$ cat src/rtl/int_arbiter.sv
// int_arbiter: interrupt arbiter in front of CP0 HWInt[7:2] with pending/mask/mode registers.
// Define INT_ARB_RR_EN for round-robin arbitration; otherwise lowest index wins.
`default_nettype none

module int_arbiter #(
    parameter int N_SRC = 6
) (
    input  logic             clk,
    input  logic             reset,
    input  logic [N_SRC-1:0] irq_in,
    input  logic [2:0]       addr,
    input  logic             we,
    input  logic [31:0]      wdata,
    output logic [31:0]      rdata,
    input  logic             taken,
    output logic [5:0]       hwint,
    output logic [2:0]       cur_id,
    output logic             busy
);

    typedef enum logic [1:0] {
        S_IDLE    = 2'd0,
        S_ASSERT  = 2'd1,
        S_SERVICE = 2'd2
    } state_t;

    state_t           r_state;
    logic [N_SRC-1:0] r_s1;
    logic [N_SRC-1:0] r_s2;
    logic [N_SRC-1:0] r_s3;
    logic [N_SRC-1:0] r_pend;
    logic [N_SRC-1:0] r_mask;
    logic [N_SRC-1:0] r_mode;
    logic [5:0]       r_hwint;
    logic [2:0]       r_cur_id;
    logic             r_busy;

    logic [N_SRC-1:0] w_elig;
    logic [N_SRC-1:0] w_edge;
    logic [N_SRC-1:0] w_clr;
    logic [N_SRC-1:0] w_pend_nxt;
    logic [2:0]       w_win;
    logic [2:0]       w_rr_ptr;
    logic             w_wr_pend;
    logic             w_take;
    logic             w_eoi;
    logic             w_unused;

    assign w_unused  = ^wdata[31:N_SRC];
    assign w_elig    = r_pend & r_mask;
    assign w_edge    = r_s2 & ~r_s3;
    assign w_wr_pend = we && (addr == 3'd0);
    assign w_take    = (r_state == S_ASSERT) && taken;
    assign w_eoi     = (r_state == S_SERVICE) && we && (addr == 3'd4);

    always_comb begin
        w_clr = w_wr_pend ? wdata[N_SRC-1:0] : '0;
        if (w_take) begin
            w_clr[r_cur_id] = 1'b1;
        end
    end

    // Edge sources: a new edge beats any clear; level sources simply follow the synchroniser.
    assign w_pend_nxt = (r_mode & (w_edge | (r_pend & ~w_clr))) | (~r_mode & r_s2);

`ifdef INT_ARB_RR_EN
    logic [2:0] r_rr_ptr;
    logic       w_hit;
    int         w_idx;

    always_ff @(posedge clk) begin
        if (!reset) begin
            r_rr_ptr <= 3'd0;
        end else if (w_take) begin
            r_rr_ptr <= (r_cur_id == 3'(N_SRC - 1)) ? 3'd0 : r_cur_id + 3'd1;
        end
    end

    always_comb begin
        w_win = 3'd0;
        w_hit = 1'b0;
        w_idx = 0;
        for (int k = 0; k < N_SRC; k++) begin
            w_idx = (int'(r_rr_ptr) + k) % N_SRC;
            if (!w_hit && w_elig[w_idx]) begin
                w_hit = 1'b1;
                w_win = 3'(w_idx);
            end
        end
    end

    assign w_rr_ptr = r_rr_ptr;
`else
    always_comb begin
        w_win = 3'd0;
        for (int i = N_SRC - 1; i >= 0; i--) begin
            if (w_elig[i]) begin
                w_win = 3'(i);
            end
        end
    end

    assign w_rr_ptr = 3'd0;
`endif

    always_ff @(posedge clk) begin
        if (!reset) begin
            r_s1   <= '0;
            r_s2   <= '0;
            r_s3   <= '0;
            r_pend <= '0;
            r_mask <= '0;
            r_mode <= '0;
        end else begin
            r_s1   <= irq_in;
            r_s2   <= r_s1;
            r_s3   <= r_s2;
            r_pend <= w_pend_nxt;
            if (we && (addr == 3'd1)) begin
                r_mask <= wdata[N_SRC-1:0];
            end
            if (we && (addr == 3'd2)) begin
                r_mode <= wdata[N_SRC-1:0];
            end
        end
    end

    always_ff @(posedge clk) begin
        if (!reset) begin
            r_state  <= S_IDLE;
            r_hwint  <= 6'd0;
            r_cur_id <= 3'd0;
            r_busy   <= 1'b0;
        end else begin
            case (r_state)
                S_IDLE: begin
                    if (|w_elig) begin
                        r_cur_id <= w_win;
                        r_hwint  <= 6'd1 << w_win;
                        r_busy   <= 1'b1;
                        r_state  <= S_ASSERT;
                    end
                end
                S_ASSERT: begin
                    // CP0 acceptance wins over a simultaneous withdrawal of the request.
                    if (taken) begin
                        r_hwint <= 6'd0;
                        r_state <= S_SERVICE;
                    end else if (!w_elig[r_cur_id]) begin
                        r_hwint <= 6'd0;
                        r_busy  <= 1'b0;
                        r_state <= S_IDLE;
                    end
                end
                S_SERVICE: begin
                    if (w_eoi) begin
                        r_busy  <= 1'b0;
                        r_state <= S_IDLE;
                    end
                end
                default: begin
                    r_hwint <= 6'd0;
                    r_busy  <= 1'b0;
                    r_state <= S_IDLE;
                end
            endcase
        end
    end

    always_comb begin
        rdata = 32'd0;
        case (addr)
            3'd0: rdata = 32'(r_pend);
            3'd1: rdata = 32'(r_mask);
            3'd2: rdata = 32'(r_mode);
            3'd3: begin
                rdata[31]   = r_busy;
                rdata[10:8] = w_rr_ptr;
                rdata[2:0]  = r_cur_id;
            end
            default: rdata = 32'd0;
        endcase
    end

    assign hwint  = r_hwint;
    assign cur_id = r_cur_id;
    assign busy   = r_busy;

endmodule

`default_nettype wire
$ cat config.mk
export PLATFORM = sky130hd
export DESIGN_NAME = int_arbiter
export DESIGN_NICKNAME = d
export VERILOG_FILES = /design/src/rtl/int_arbiter.sv
export SDC_FILE = /design/constraint.sdc
export NUM_CORES = 1
export LEC_CHECK = 0
export CAP_MARGIN = 20
export CELL_PAD_IN_SITES_DETAIL_PLACEMENT = 0
export CELL_PAD_IN_SITES_GLOBAL_PLACEMENT = 1
export CORE_UTILIZATION = 30
export DETAILED_ROUTE_END_ITERATION = 10
export PLACE_DENSITY = 0.83
export SLEW_MARGIN = 10
export SYNTH_ARGS = -nofsm -noshare
export SYNTH_HDL_FRONTEND = slang
export SYNTH_SLANG_ARGS = --single-unit
$ cat constraint.sdc
create_clock -name clk -period 1.75 [get_ports clk]
set_input_delay 0.175 -clock clk [delete_from_list [all_inputs] [get_ports clk]]
set_output_delay 0.175 -clock clk [all_outputs]
set_load 0.1 [all_outputs]
==> results.sh <==
export IMPL_finish_utilization_pct=40.78
export IMPL_detailedRoute_firstPassIterationCount=4
export IMPL_final_layout_size_suffix_gt1_share_pct=22.30
export IMPL_dominantRegCellSynth="dfxtp_1"
export IMPL_cp_data_arrival_time_ps=1540
export IMPL_cts_tree="built"
export IMPL_pin_count=87
export IMPL_r2r_end="r_state[1]"
export IMPL_fin_worst_skew_ps=14.18
export IMPL_synth_avg_cell_area_um2=9.302
export IMPL_cts_htree_levels=2
export IMPL_antennaDiodeCount=0
export IMPL_timing_reg2reg_worst_path_depth=5
export IMPL_p_seq_share_pct=46.0
export IMPL_globalRouteMet1Util_pct=17.61
export IMPL_die_ar_um2=8140
export IMPL_vias_per_cell=4.648
export IMPL_most_frequent_cells_in_the_layout="44 x dfxtp_1, 27 x nand2_1, 25 x conb_1, 21 x nor2_1, 20 x and2_1"
export IMPL_clk_path_buf_depth=2
export IMPL_global_route_overflow_total=0
export IMPL_wirelength_routed_um=5078
export IMPL_synth_area_um2=2335
export IMPL_ys_warnings_count=0
export IMPL_synth_cell_types=47
export IMPL_final_fill_count=762
export IMPL_dieHeight_um=90.22
export IMPL_finalInstanceArea_um2=3005
export IMPL_synth_cells=251
export IMPL_max_clock_freq_ghz=0.5831
export IMPL_grt_pass1_wl_um=8452
export IMPL_cap_viol_max_count=0
export IMPL_worstPathCellList="clkdlybuf4s50_1, buf_4, mux4_1, nor2b_4, buf_12"
export IMPL_route_detailed_drc=0
export IMPL_floorplan_initialDensity_pct=31.68
export IMPL_synth_edf_count=0
export IMPL_placedInstanceArea_um2=2877
export IMPL_required_ps=1570
export IMPL_synth_top_cells_by_area="dfxtp_1 41%, buf_4 8.0%, mux2i_1 6.4%, and2_1 5.4%, nand2_1 4.3%"
export IMPL_netlist_area_leader_share_pct=41.16
export IMPL_crit_path_end_kind="primary output"
export IMPL_drv_slew=0
export IMPL_reg2reg_slack_ps=120
export IMPL_drt_initial_drc_count=91
export IMPL_antenna_violations_before_repair=0
export IMPL_cpPeakStageDelay_ps=580
export IMPL_cp_num_cells=5
export IMPL_multi_input_area_um2=1236
export IMPL_synth_async_reset_ratio_pct=0
export IMPL_min_period_over_period_pct=97.99
export IMPL_register_clock_pin_slew_on_the_reported_worst_setup_and_hold_paths_ps=90
export IMPL_clock_tree_root_cell="clkbuf_8"
export IMPL_hpwlAfterDp_um=3857
export IMPL_launching_point_of_the_worst_reg2reg_path="r_pend[2]"
export IMPL_power_internal_w=0.001733
export IMPL_fin_crit_ps=1715
export IMPL_vias=1836
export IMPL_switching_share_pct=29.62
export IMPL_critical_path_peak_fanout=4
export IMPL_final_setup_worst_slack_ps=35.17
export IMPL_grt_pass1_vias=1710
export IMPL_hold_path_class="register to register"
export IMPL_critical_path_top_delay_family="buffers and inverters"
export IMPL_antenna_violating_nets_remaining=0
export IMPL_setup_total_negative_slack_ps=0
export IMPL_final_seq_area_um2=970.9
export IMPL_gr_max_usage_layer="met2"
export IMPL_core_um2=7370
export IMPL_power_frac_comb_pct=17.7
export IMPL_peakVddDrop_uv=361.4
export IMPL_avgRoutedWirePerCell_um=12.86
export IMPL_clock_sinks=48
export IMPL_grt_util_met2_pct=20.55
export IMPL_hold_slack_ps=432.2
export IMPL_grt_total_usage_pct=13.07
export IMPL_hold_path_depth=1
export IMPL_hold_violations=0
export IMPL_clk_insertion_delay_late_ps=300
export IMPL_grt_max_degree=21
export IMPL_path_buf_inv=3
export IMPL_area_growth_syn_to_layout_pct=28.72
export IMPL_worst_setup_path_type="input port to primary output"
export IMPL_synth_seq_cells=48
export IMPL_pre_cts_slack_ps=-157.7
export IMPL_worstSetupStartpoint="addr[1]"
export IMPL_power_clock_fraction_pct=36.3
export IMPL_fin_nets=340
export IMPL_cts_buffers_inserted=5
export IMPL_layout_commonest_cell="dfxtp_1"
export IMPL_timing_final_setup_violations=0
export IMPL_cpMaxStageDelayCell="clkdlybuf4s50_1"
export IMPL_met3_track_demand_over_resource_pct=3.299
export IMPL_power_per_cell_area_nw_per_um2=819.2
export IMPL_cellLeakagePower_nw=1.191
export IMPL_core_rowCount=31
export IMPL_status="finished, final reports clean"
export IMPL_die_width_um=90.22
export IMPL_synth_largest_area_cell="dfxtp_1"
export IMPL_gp_congestion=0.8208
export IMPL_setup_worst_path_end="rdata[2]"
export IMPL_numPortBuffers=35
export IMPL_startpoint_type="input port"
export IMPL_p_sw_w=0.0007293
export IMPL_sequential_to_total_area_share_from_yosys_stat_pct=41.16
-- worst reg2reg max path: stages (launching register included) --
cell and delay [ps]:
dfxtp_1 360, a22oi_2 310, nand3_2 140, a21o_1 250, a41o_1 250, a311oi_2 250
-- synthesized netlist by cell type (2+ instances only) --
cell       n
nand3b_1   2
o21ai_0    5
and2_2     3
clkbuf_1   4
dfxtp_1   48
and2_1    20
buf_4     25
nor3_1     3
o22ai_1    4
nor2_1    24
mux2i_1   15
a221oi_1   3
nor2b_1    5
nor3b_4    2
a22oi_1    2
clkbuf_8   3
a21oi_1   10
nand3_1    9
nand4_1    3
a22oi_2    2
nand2_1   27
a21o_1     4
nor3b_1    2
mux4_2     2
buf_2      2
-- sequential cells by signal (all words and copies together) (netlist names) --
signal   count
cur_id       3
r_s3         6
hwint        6
r_mode       6
r_pend       6
r_s2         6
r_mask       6
r_s1         6
busy         1
r_state      2
-- worst min path at each step --
stage	from	endpoint	slack (ps)
4_1_cts	irq_in[3]	r_s1[3]	420
3_3_place_gp	r_s1[3]	r_s2[3]	410
5_1_grt	irq_in[1]	r_s1[1]	430
2_1_floorplan	irq_in[0]	r_s1[0]	300
3_5_place_dp	r_s1[2]	r_s2[2]	420
6_report	r_s1[5]	r_s2[5]	430
-- through the flow --
step           std cells  power (W)
6_report             395   0.002462
5_1_grt              395   0.002574
4_1_cts              395   0.002500
3_5_place_dp         388   0.001596
3_3_place_gp         388   0.001594
2_1_floorplan        275   0.001541
-- routing by layer --
metal	vias to the layer above	routed length (um)
met5	-	0
met2	63	2315
met4	0	21
met3	2	332
met1	853	2409
li1	918	-
-- power by group through the flow --
stage | Clock, W | Sequential (W) | Combinational, W
2_1_floorplan | 0 | 0.00117 | 0.000375
3_3_place_gp | 0 | 0.00116 | 0.000435
3_5_place_dp | 0 | 0.00116 | 0.000436
4_1_cts | 0.000930 | 0.00113 | 0.000436
5_1_grt | 0.000983 | 0.00114 | 0.000454
6_report | 0.000894 | 0.00113 | 0.000435
-- timing repair --
| action | 4_1_cts | 5_1_grt |
|---|---|---|
| hold buffers | 0 | 0 |
| buffers inserted | 0 | 0 |
| setup endpoints to repair | 6 | 7 |
| resized for setup | 1 | 2 |
-- area by class of cell --
| class | instances | area share (%) |
|---|---|---|
| clock inverter | 2 | 1.291 |
| multi-input combinational | 191 | 41.13 |
| sequential | 48 | 32.31 |
| timing repair buffer | 47 | 17.78 |
| inverter | 2 | 0.2498 |
| clock buffer | 6 | 3.122 |
| tap | 99 | 4.122 |
-- logic make-up after synthesis --
| family | count (synthesis) | share of synthesized area (%) |
|---|---|---|
| buffers and inverters | 36 | 11.20 |
| AOI/OAI and AO/OA | 41 | 13.34 |
| and+or+nand+nor | 107 | 24.65 |
| muxes | 18 | 9.485 |
| DFF | 48 | 41.16 |
| other | 1 | 0.1606 |
Power figures use the tool's default switching activity.
